## config.mk

```make
export PLATFORM = sky130hd
export DESIGN_NAME = jpeg_block_sequencer_flat
export DESIGN_NICKNAME = d
export VERILOG_FILES = /design/src/rtl/jpeg_block_sequencer_if.sv /design/src/rtl/jpeg_block_sequencer.sv /design/src/flat_wrapper.sv
export SDC_FILE = /design/constraint.sdc
export NUM_CORES = 1
export LEC_CHECK = 0
export CORE_MARGIN = 2
export CORE_UTILIZATION = 45
export CTS_BUF_LIST = sky130_fd_sc_hd__clkbuf_8
export CTS_CLUSTER_DIAMETER = 100
export DETAILED_ROUTE_END_ITERATION = 8
export GPL_TIMING_DRIVEN = 0
export PLACE_DENSITY = 0.67
export RECOVER_POWER = 100
export SLEW_MARGIN = 25
export SYNTH_ARGS = -nofsm -noshare
export SYNTH_HDL_FRONTEND = slang
export SYNTH_SLANG_ARGS = --single-unit
```

## constraint.sdc

```tcl
create_clock -name clk -period 7.2 [get_ports clk]
set_input_delay 0.72 -clock clk [delete_from_list [all_inputs] [get_ports clk]]
set_output_delay 0.72 -clock clk [all_outputs]
set_load 0.02 [all_outputs]
```

## src/rtl/jpeg_block_sequencer_if.sv

```systemverilog
// Host/pipeline-facing signal bundle of the JPEG block sequencer.
// The host drives start/n_blocks/stall; the sequencer drives everything else.
interface jpeg_block_sequencer_if #(
    parameter int ADDR_W = 15
);
    logic              start;
    logic [12:0]       n_blocks;
    logic              stall;
    logic              rd_en;
    logic [ADDR_W-1:0] rd_addr;
    logic [2:0]        phase;
    logic              tp1_sel;
    logic              tp2_sel;
    logic              zz_sel;
    logic              rle_en;
    logic              wr_en;
    logic [ADDR_W-1:0] wr_addr;
    logic              busy;
    logic              done;

    modport master (
        output start, n_blocks, stall,
        input  rd_en, rd_addr, phase, tp1_sel, tp2_sel, zz_sel,
               rle_en, wr_en, wr_addr, busy, done
    );

    modport slave (
        input  start, n_blocks, stall,
        output rd_en, rd_addr, phase, tp1_sel, tp2_sel, zz_sel,
               rle_en, wr_en, wr_addr, busy, done
    );
endinterface

```

## src/rtl/jpeg_block_sequencer.sv

```systemverilog
// Frame scheduler for the 8x8 JPEG block pipeline: a single frame-scoped cycle
// counter from which every strobe, address and ping-pong select is decoded.
module jpeg_block_sequencer #(
    parameter int ADDR_W     = 15,
    parameter int MAX_BLOCKS = 4096,
    parameter int TP1_OFS    = 1,
    parameter int TP2_OFS    = 10,
    parameter int ZZ_OFS     = 19,
    parameter int RLE_LAT    = 27,
    parameter int WR_LAT     = 28
) (
    input  logic                   clk,
    input  logic                   reset,
    jpeg_block_sequencer_if.slave  bus
);
    typedef enum logic [1:0] {IDLE, RUN, DRAIN, DONE} state_t;

    localparam logic [15:0] TP1_C = 16'(TP1_OFS);
    localparam logic [15:0] TP2_C = 16'(TP2_OFS);
    localparam logic [15:0] ZZ_C  = 16'(ZZ_OFS);
    localparam logic [15:0] RLE_C = 16'(RLE_LAT);
    localparam logic [15:0] WR_C  = 16'(WR_LAT);
    localparam logic [12:0] MAX_C = 13'(MAX_BLOCKS);

    state_t      state_q, state_d;
    logic [15:0] cyc_q, cyc_d;
    logic [12:0] nblk_q, nblk_d;
    logic        tp1_q, tp1_d;
    logic        tp2_q, tp2_d;
    logic        zz_q, zz_d;

    logic [15:0] words;
    logic [15:0] wrOfs;
    logic [12:0] nClamped;
    logic        busyNow;
    logic        busyNext;
    logic        rdActive;
    logic        wrActive;

    // High during the first half of each 16-cycle period counted from ofs.
    function automatic logic selAt(input logic [15:0] c, input logic [15:0] ofs);
        logic [15:0] diff;
        diff = c - ofs;
        return (c >= ofs) && !diff[3];
    endfunction

    assign words    = {nblk_q, 3'b000};
    assign wrOfs    = cyc_q - WR_C;
    assign nClamped = (bus.n_blocks > MAX_C) ? MAX_C : bus.n_blocks;
    assign busyNow  = (state_q == RUN) || (state_q == DRAIN);
    assign rdActive = (state_q == RUN);
    assign wrActive = busyNow && (cyc_q >= WR_C) && (wrOfs < words);

    always_comb begin
        state_d  = state_q;
        cyc_d    = cyc_q;
        nblk_d   = nblk_q;
        busyNext = 1'b0;
        tp1_d    = 1'b0;
        tp2_d    = 1'b0;
        zz_d     = 1'b0;

        case (state_q)
            IDLE: begin
                if (bus.start) begin
                    nblk_d  = nClamped;
                    state_d = (nClamped == 13'd0) ? DONE : RUN;
                end
            end
            RUN: begin
                if (!bus.stall && (cyc_q == words - 16'd1)) begin
                    state_d = DRAIN;
                end
            end
            DRAIN: begin
                if (!bus.stall && wrActive && (wrOfs == words - 16'd1)) begin
                    state_d = DONE;
                end
            end
            DONE:    state_d = IDLE;
            default: state_d = IDLE;
        endcase

        if (busyNow && !bus.stall && (cyc_q != 16'hFFFF)) begin
            cyc_d = cyc_q + 16'd1;
        end

        // Selects are stored for the cycle they apply to, so a stall simply re-stores them.
        busyNext = (state_d == RUN) || (state_d == DRAIN);
        if (!busyNext) begin
            cyc_d = 16'd0;
        end
        tp1_d = busyNext && selAt(cyc_d, TP1_C);
        tp2_d = busyNext && selAt(cyc_d, TP2_C);
        zz_d  = busyNext && selAt(cyc_d, ZZ_C);
    end

    always_ff @(posedge clk) begin
        if (!reset) begin
            state_q <= IDLE;
            cyc_q   <= 16'd0;
            nblk_q  <= 13'd0;
            tp1_q   <= 1'b0;
            tp2_q   <= 1'b0;
            zz_q    <= 1'b0;
        end else begin
            state_q <= state_d;
            cyc_q   <= cyc_d;
            nblk_q  <= nblk_d;
            tp1_q   <= tp1_d;
            tp2_q   <= tp2_d;
            zz_q    <= zz_d;
        end
    end

    assign bus.rd_en   = rdActive && !bus.stall;
    assign bus.rd_addr = rdActive ? cyc_q[ADDR_W-1:0] : '0;
    assign bus.wr_en   = wrActive && !bus.stall;
    assign bus.wr_addr = wrActive ? wrOfs[ADDR_W-1:0] : '0;
    assign bus.phase   = busyNow ? cyc_q[2:0] : 3'd0;
    assign bus.rle_en  = busyNow && (cyc_q >= RLE_C);
    assign bus.tp1_sel = tp1_q;
    assign bus.tp2_sel = tp2_q;
    assign bus.zz_sel  = zz_q;
    assign bus.busy    = busyNow;
    assign bus.done    = (state_q == DONE);
endmodule
```

## src/flat_wrapper.sv

```systemverilog
// flat-port wrapper written by rule: the top's interface ports become plain ports
module jpeg_block_sequencer_flat 
#(
    parameter int ADDR_W     = 15,
    parameter int MAX_BLOCKS = 4096,
    parameter int TP1_OFS    = 1,
    parameter int TP2_OFS    = 10,
    parameter int ZZ_OFS     = 19,
    parameter int RLE_LAT    = 27,
    parameter int WR_LAT     = 28
)
  (clk, reset, bus_start, bus_n_blocks, bus_stall, bus_rd_en, bus_rd_addr, bus_phase, bus_tp1_sel, bus_tp2_sel, bus_zz_sel, bus_rle_en, bus_wr_en, bus_wr_addr, bus_busy, bus_done);
  jpeg_block_sequencer_if #(.ADDR_W(ADDR_W)) bus_i ();
  input  logic clk;
  input  logic reset;
  input wire logic [$bits(bus_i.start)-1:0] bus_start;
  input wire logic [$bits(bus_i.n_blocks)-1:0] bus_n_blocks;
  input wire logic [$bits(bus_i.stall)-1:0] bus_stall;
  output wire logic [$bits(bus_i.rd_en)-1:0] bus_rd_en;
  output wire logic [$bits(bus_i.rd_addr)-1:0] bus_rd_addr;
  output wire logic [$bits(bus_i.phase)-1:0] bus_phase;
  output wire logic [$bits(bus_i.tp1_sel)-1:0] bus_tp1_sel;
  output wire logic [$bits(bus_i.tp2_sel)-1:0] bus_tp2_sel;
  output wire logic [$bits(bus_i.zz_sel)-1:0] bus_zz_sel;
  output wire logic [$bits(bus_i.rle_en)-1:0] bus_rle_en;
  output wire logic [$bits(bus_i.wr_en)-1:0] bus_wr_en;
  output wire logic [$bits(bus_i.wr_addr)-1:0] bus_wr_addr;
  output wire logic [$bits(bus_i.busy)-1:0] bus_busy;
  output wire logic [$bits(bus_i.done)-1:0] bus_done;
  assign bus_i.start = bus_start;
  assign bus_i.n_blocks = bus_n_blocks;
  assign bus_i.stall = bus_stall;
  assign bus_rd_en = bus_i.rd_en;
  assign bus_rd_addr = bus_i.rd_addr;
  assign bus_phase = bus_i.phase;
  assign bus_tp1_sel = bus_i.tp1_sel;
  assign bus_tp2_sel = bus_i.tp2_sel;
  assign bus_zz_sel = bus_i.zz_sel;
  assign bus_rle_en = bus_i.rle_en;
  assign bus_wr_en = bus_i.wr_en;
  assign bus_wr_addr = bus_i.wr_addr;
  assign bus_busy = bus_i.busy;
  assign bus_done = bus_i.done;
  jpeg_block_sequencer #(.ADDR_W(ADDR_W), .MAX_BLOCKS(MAX_BLOCKS), .TP1_OFS(TP1_OFS), .TP2_OFS(TP2_OFS), .ZZ_OFS(ZZ_OFS), .RLE_LAT(RLE_LAT), .WR_LAT(WR_LAT)) u_core (.clk(clk), .reset(reset), .bus(bus_i));
endmodule
```

==> impl_metrics.tcl, run 1 <==
set metrics [dict create \
    slew_headroom 0.3308 \
    cp.arrival_ns 5.38 \
    path_clk_slew_ns 0.08 \
    wirelength_um 9388 \
    firstDrtPassIters 5 \
    cts-buffers-inserted 5 \
    drt_iter0_markers 179 \
    min_from "u_core.nblk_q[12]" \
    insertion_delay_ns 0.29 \
    hpwl_um 7418 \
    ys_ff_latch 34 \
    seq_area_sq_um 680.7 \
    async_reset_ff_frac 0 \
    cts.sink_count 34 \
    ant_nets 0 \
    worst_setup_path_end_kind "register" \
    critPathTopFamily "compound AO/OA/AOI/OAI gates" \
    fillCellCount 752 \
    synthCells 435 \
    synth_most_common_cell "nor2_1" \
    area_growth_pct 20.70 \
    synthMuxAreaShare 0.01280 \
    die_area_sq_um 8541 \
    synthSimpleGateAreaFrac 0.3225 \
    cp_slowest_cell "xnor2_1" \
    htree_levels 2 \
    synth_top_family_by_area "simple AND/OR/NAND/NOR gates" \
    critPathKind "register to register" \
    yosysWarningCount 0 \
    finalNetCount 539 \
    sw_frac_of_total 0.4619 \
    antenna_cells 0 \
    start_util 0.4601 \
    synth_xor_area_frac 0.1739 \
    postCtsResizedCells 0 \
    fin_util 0.5553 \
    run_status "finished clean" \
    gp_congestion 0.9010 \
    cts_setup_buffers 0 \
    grtUsageTotal 0.2297 \
    cts-root-buf "clkbuf_8" \
    synth.distinct_cells 65 \
    hold_violations 0 \
    setup_viol 0 \
    grt_pass1_wl_um 15740 \
    synthAdderAreaFrac 0.08179 \
    ys_seq_area_frac 0.1935 \
    syn_area_sq_um 3518 \
    cp_num_buf_inv 2 \
    netSwitchingPower_w 0.0004017 \
    row_count 32 \
    fin_tns_setup_ns 0 \
    synth_top_area_cell "dfxtp_1" \
    core_area_sq_um 7647 \
    vias 3291 \
    slowest_delay_ns 0.80 \
    fin_crit_sh 0.7262 \
    clockBufferDepth 2 \
    worst_slew_pin_slew_ns 0.9966 \
    drc 0 \
    grt_overflow 0 \
    p_clk_frac 0.175 \
    drv_slew 0 \
    cts_tree "built" \
    cts_hold_buf 0 \
    synth_flop_cell "dfxtp_1" \
    combPwrFrac 0.564 \
    synth.avg_cell_area_sq_um 8.088 \
    fin_crit_ns 5.229 \
    power.density_nw_per_um2 204.8 \
    yosys-top-cells-area "dfxtp_1, xnor2_1, ha_1" \
    cp_cell_sequence "ha_1 -> a2111oi_4 -> nand3_1 -> xor2_1 -> inv_1 -> ha_1 -> a21o_1 -> nand2_1 -> nand4b_1 -> a31oi_1 -> nand2_1 -> nand4b_1 -> a211o_2 -> xnor2_1 -> clkbuf_1 -> nor3_1" \
    portBuffers 57 \
    vias_per_cell 5.467 \
    crit_path_start_kind "register" \
    maxCapViolations 0 \
    hp-class "register to register" \
    p_int_w 0.0004678 \
    ios 58 \
    crit_start "u_core.cyc_q[2]" \
    multi_input_area_sq_um 2482 \
    die_width_um 92.42 \
    r2r_start "u_core.cyc_q[2]" \
    p_leak_nw 1.698 \
    synth_commonest_cells "nor2_1, xnor2_1, dfxtp_1, inv_1" \
    finClkSkew_ns 0.01465 \
    wl_per_cell_um 15.59 \
    layout-drive-gt1-share 0.1060 \
    grt_max_degree 12 \
    fmax_ghz 0.1913 \
    rsz0062_at_grt "false" \
    synth_nets 475 \
    antenna_found_initial 0 \
    synth_compound_area_frac 0.1284 \
    seq_power_share 0.261 \
    cp_max_fo 10 \
    required_ns 7.35 \
    die_h_um 92.42 \
    vdd_drop_max_mv 0.1817 \
    synth-edff-count 0 \
    synth_top_cell_area_share 0.1935 \
    grt_pass1_vias 3135 \
]
==> routing by layer <==
metal / routed length [um] / GRT usage
met3: 491 / 0.02766
met2: 4216 / 0.3637
met1: 4587 / 0.3310
met4: 93 / 0.05721
met5: 0 / 0
==> final timing paths <==
check,cells after the start,slack [ns],endpoint
max,16,1.97,u_core.cyc_q[11]
min,2,0.48,u_core.nblk_q[12]
max reg2reg,16,1.97,u_core.cyc_q[11]
min reg2reg,2,0.48,u_core.nblk_q[12]
==> area by class of cell <==
cell class                      instances  area share
Buffer                                 29     0.04449
Sequential cell                        34      0.1603
Clock buffer                            6     0.01945
Inverter                               27     0.02387
Timing Repair Buffer                   57      0.1344
Clock inverter                          2    0.002946
Tap cell                              102     0.03005
Multi-Input combinational cell        345      0.5846
==> flip-flops by register name (all words and copies together), names as in the netlist <==
register	cells
u_core.cyc_q	16
u_core.nblk_q	13
u_core.state_q	2
u_core.bus.tp1_sel	1
u_core.bus.tp2_sel	1
u_core.bus.zz_sel	1
==> through the flow <==
stage	power [W]	hold WS, ns	instances	setup slack (ns)	instance area, sq um
floorplan	0.0006707	0.4363	435	3.558	3518
global placement	0.0007880	0.4520	594	2.499	4217
detailed placement	0.0007908	0.4751	594	2.452	4217
CTS	0.0009449	0.4864	602	2.122	4312
global route	0.0009419	0.5149	602	1.613	4247
finish	0.0008695	0.4831	602	1.971	4247
==> worst register-to-register path, delay by kind of cell (launching register included) <==
kind                     cells  cell delay (ns)
AO/OA/AOI/OAI                4             1.41
XOR/XNOR                     2             1.12
AND/OR/NAND/NOR              6             0.97
buffers and inverters        2             0.65
adder cells (fa/ha/maj)      2             0.60
flip-flops                   1             0.35
==> kinds of logic after synthesis <==
group | count (synthesis)
AND/OR/NAND/NOR | 192
XOR/XNOR | 66
AO/OA/AOI/OAI | 60
buffers and inverters | 56
flip-flops | 34
adder cells (fa/ha/maj) | 23
multiplexers | 4
==> cells in the final DEF, fill, tap and decap left out, types with 8 or more instances in the layout <==
master and count:
a21oi_1 14, a22oi_1 11, and2_1 19, clkbuf_1 12
clkbuf_8 8, clkdlybuf4s50_1 15, dfxtp_1 34, dlygate4sd3_1 43
ha_1 23, inv_1 27, nand2_1 24, nand3_1 21
nor2_1 45, nor3_1 23, o21ai_0 9, xnor2_1 40
xor2_1 24
==> power groups by stage <==
| stage | Combinational, W | Sequential (W) | Clock (W) |
|---|---|---|---|
| after floorplan | 0.000443 | 0.000228 | 0 |
| after global placement | 0.000557 | 0.000231 | 0 |
| after detailed placement | 0.000559 | 0.000232 | 0 |
| after CTS | 0.000562 | 0.000227 | 0.000156 |
| after global routing | 0.000544 | 0.000230 | 0.000167 |
| final | 0.000491 | 0.000227 | 0.000152 |
(Power assumes the default switching activity.)
==> run 2: changes to the inputs <==
Settings changed: PLACE_DENSITY 0.67 to 0.7.
Clock period 7.2 ns to 4.6 ns, I/O delays scaled along.
==> run 2 against run 1 <==
Register-to-register slack lost 1.6 ns. Worst hold slack lost 0.0046 ns. Clock-buffer cell count shrank 1. Core utilization grew 0.44 points. Sequential power grew 56%. Die area is the same. Final cell count grew 0.17%. Cell area grew 0.80%. Wire length grew 2.9%. Clock power grew 86%.
==> impl_metrics.tcl, run 2 (synthesis gave the netlist of run 1 again) <==
set metrics [dict create \
    cp_max_fo 10 \
    vias 3325 \
    largest-register "u_core.cyc_q" \
    ant_nets 0 \
    row_count 32 \
    path_clk_slew_ns 0.08 \
    grt_max_degree 12 \
    area_growth_pct 21.66 \
    layout_common_cells "nor2_1, xnor2_1, dfxtp_1" \
    core_area_sq_um 7647 \
    vdd_drop_max_mv 0.4280 \
    vias_per_cell 5.514 \
    fin_crit_sh 0.9463 \
    power.density_nw_per_um2 337.8 \
    p_total_w 0.001446 \
    dp_slack_ns 0.1876 \
    drt_iter0_markers 186 \
    hpwl_um 7534 \
    start_util 0.4601 \
    antenna_cells 0 \
    portBuffers 57 \
    hp-class "register to register" \
    cts-root-buf "clkbuf_8" \
    ios 58 \
    clockBufferDepth 2 \
    drc 0 \
    htree_levels 2 \
    largest_register_ffs 16 \
    finClkSkew_ns 0.009248 \
    cts-buffers-inserted 5 \
    drv_slew 0 \
    grt_pass1_vias 3085 \
    maxCapViolations 0 \
    run_status "finished clean" \
    antenna_found_initial 0 \
    insertion_delay_ns 0.30 \
    fmax_ghz 0.2297 \
    grtUsageTotal 0.2302 \
    rrSetupSlack_ns 0.41 \
    die_h_um 92.42 \
    slew_headroom 0.3918 \
    critPathKind "register to primary output" \
    required_ns 4.14 \
    firstDrtPassIters 4 \
    die_width_um 92.42 \
    setup_slack_ns 0.2472 \
    cts.sink_count 34 \
    grt_overflow 0 \
    fin_crit_ns 4.353 \
    grt_pass1_wl_um 15740 \
    fillCellCount 739 \
    wirelength_um 9659 \
    finalNetCount 540 \
    hold_violations 0 \
    crit_path_start_kind "register" \
    gp_congestion 0.8646 \
    layout-drive-gt1-share 0.1138 \
    final_common_cell "nor2_1" \
    worst_setup_path_end_kind "primary output" \
    die_area_sq_um 8541 \
    wl_per_cell_um 16.02 \
    cts_tree "built" \
    setup_viol 0 \
    worst_slew_pin_slew_ns 0.9039 \
    p_leak_nw 1.689 \
    top_regs "u_core.cyc_q x16, u_core.nblk_q x13, u_core.state_q x2" \
    cp.arrival_ns 3.89 \
]
==> run 2: changes by cell type in the layout (fill, tap and decap cells not counted), moves of 3 or more <==
cell and change:
dlygate4sd3_1 -11, xor2_1 -3, xor2_2 +3, clkdlybuf4s50_1 +9
==> run 2: path summary, 6_finish.rpt <==
check	startpoint	to	depth (start not counted)
min reg2reg	u_core.nblk_q[12]	u_core.nblk_q[12]	2
min	u_core.nblk_q[12]	u_core.nblk_q[12]	2
max reg2reg	u_core.cyc_q[2]	u_core.bus.tp2_sel	16
max	u_core.cyc_q[2]	bus_wr_addr[13]	14
==> run 2: per-stage QoR <==
step           setup TNS [ns]  instances  instance area (sq um)    util  hold slack (ns)
4_1_cts                     0        603                   4333  0.5666           0.4732
6_report                    0        603                   4280  0.5597           0.4786
3_5_place_dp                0        594                   4217  0.5514           0.4635
2_1_floorplan               0        435                   3518       -           0.4363
3_3_place_gp                0        594                   4217  0.5514           0.4482
5_1_grt             -0.005829        603                   4280  0.5597           0.5150
==> run 2: where the power goes <==
group | total (W) | switching, W | internal [W]
sequential | 0.000355 | 0.0000358 | 0.000319
clock | 0.000282 | 0.000123 | 0.000160
combinational | 0.000809 | 0.000467 | 0.000342
==> run 2: what timing repair did <==
action	CTS	global route
pin swaps	1	0
setup buffers	1	0
hold buffers	0	0
setup endpoints to repair	10	10
gates resized for setup	0	11
==> run 2: final cells by class <==
type | count | area (sq um) | area share
plain buffers | 29 | 207.7 | 0.04852
clock buffers | 5 | 68.82 | 0.01608
clock inverters | 3 | 40.04 | 0.009354
inverters | 27 | 101.3 | 0.02368
multi-input cells | 345 | 2489 | 0.5814
flip-flops and latches | 34 | 680.7 | 0.1590
well taps | 102 | 127.6 | 0.02982
repair buffers | 58 | 565.5 | 0.1321
==> run 2: routing by layer <==
metal  vias to the layer above  global-route usage  routed length (um)
li1                       1635                   -                   -
met1                      1558              0.3252                4513
met2                       120              0.3668                4501
met3                        12             0.03173                 515
met4                         0             0.06343                 128
met5                         -                   0                   0
==> run 2: worst max-delay path, cell delays in order (launching register included) <==
cell,delay (ns)
dfxtp_1,0.34
ha_1,0.30
a2111oi_4,0.41
nand3_1,0.17
xor2_2,0.23
inv_1,0.08
ha_1,0.29
a21o_1,0.16
nand2_1,0.06
nand4b_1,0.14
a31oi_2,0.24
nand2_1,0.17
buf_2,0.25
nor2_1,0.14
clkdlybuf4s50_1,0.61
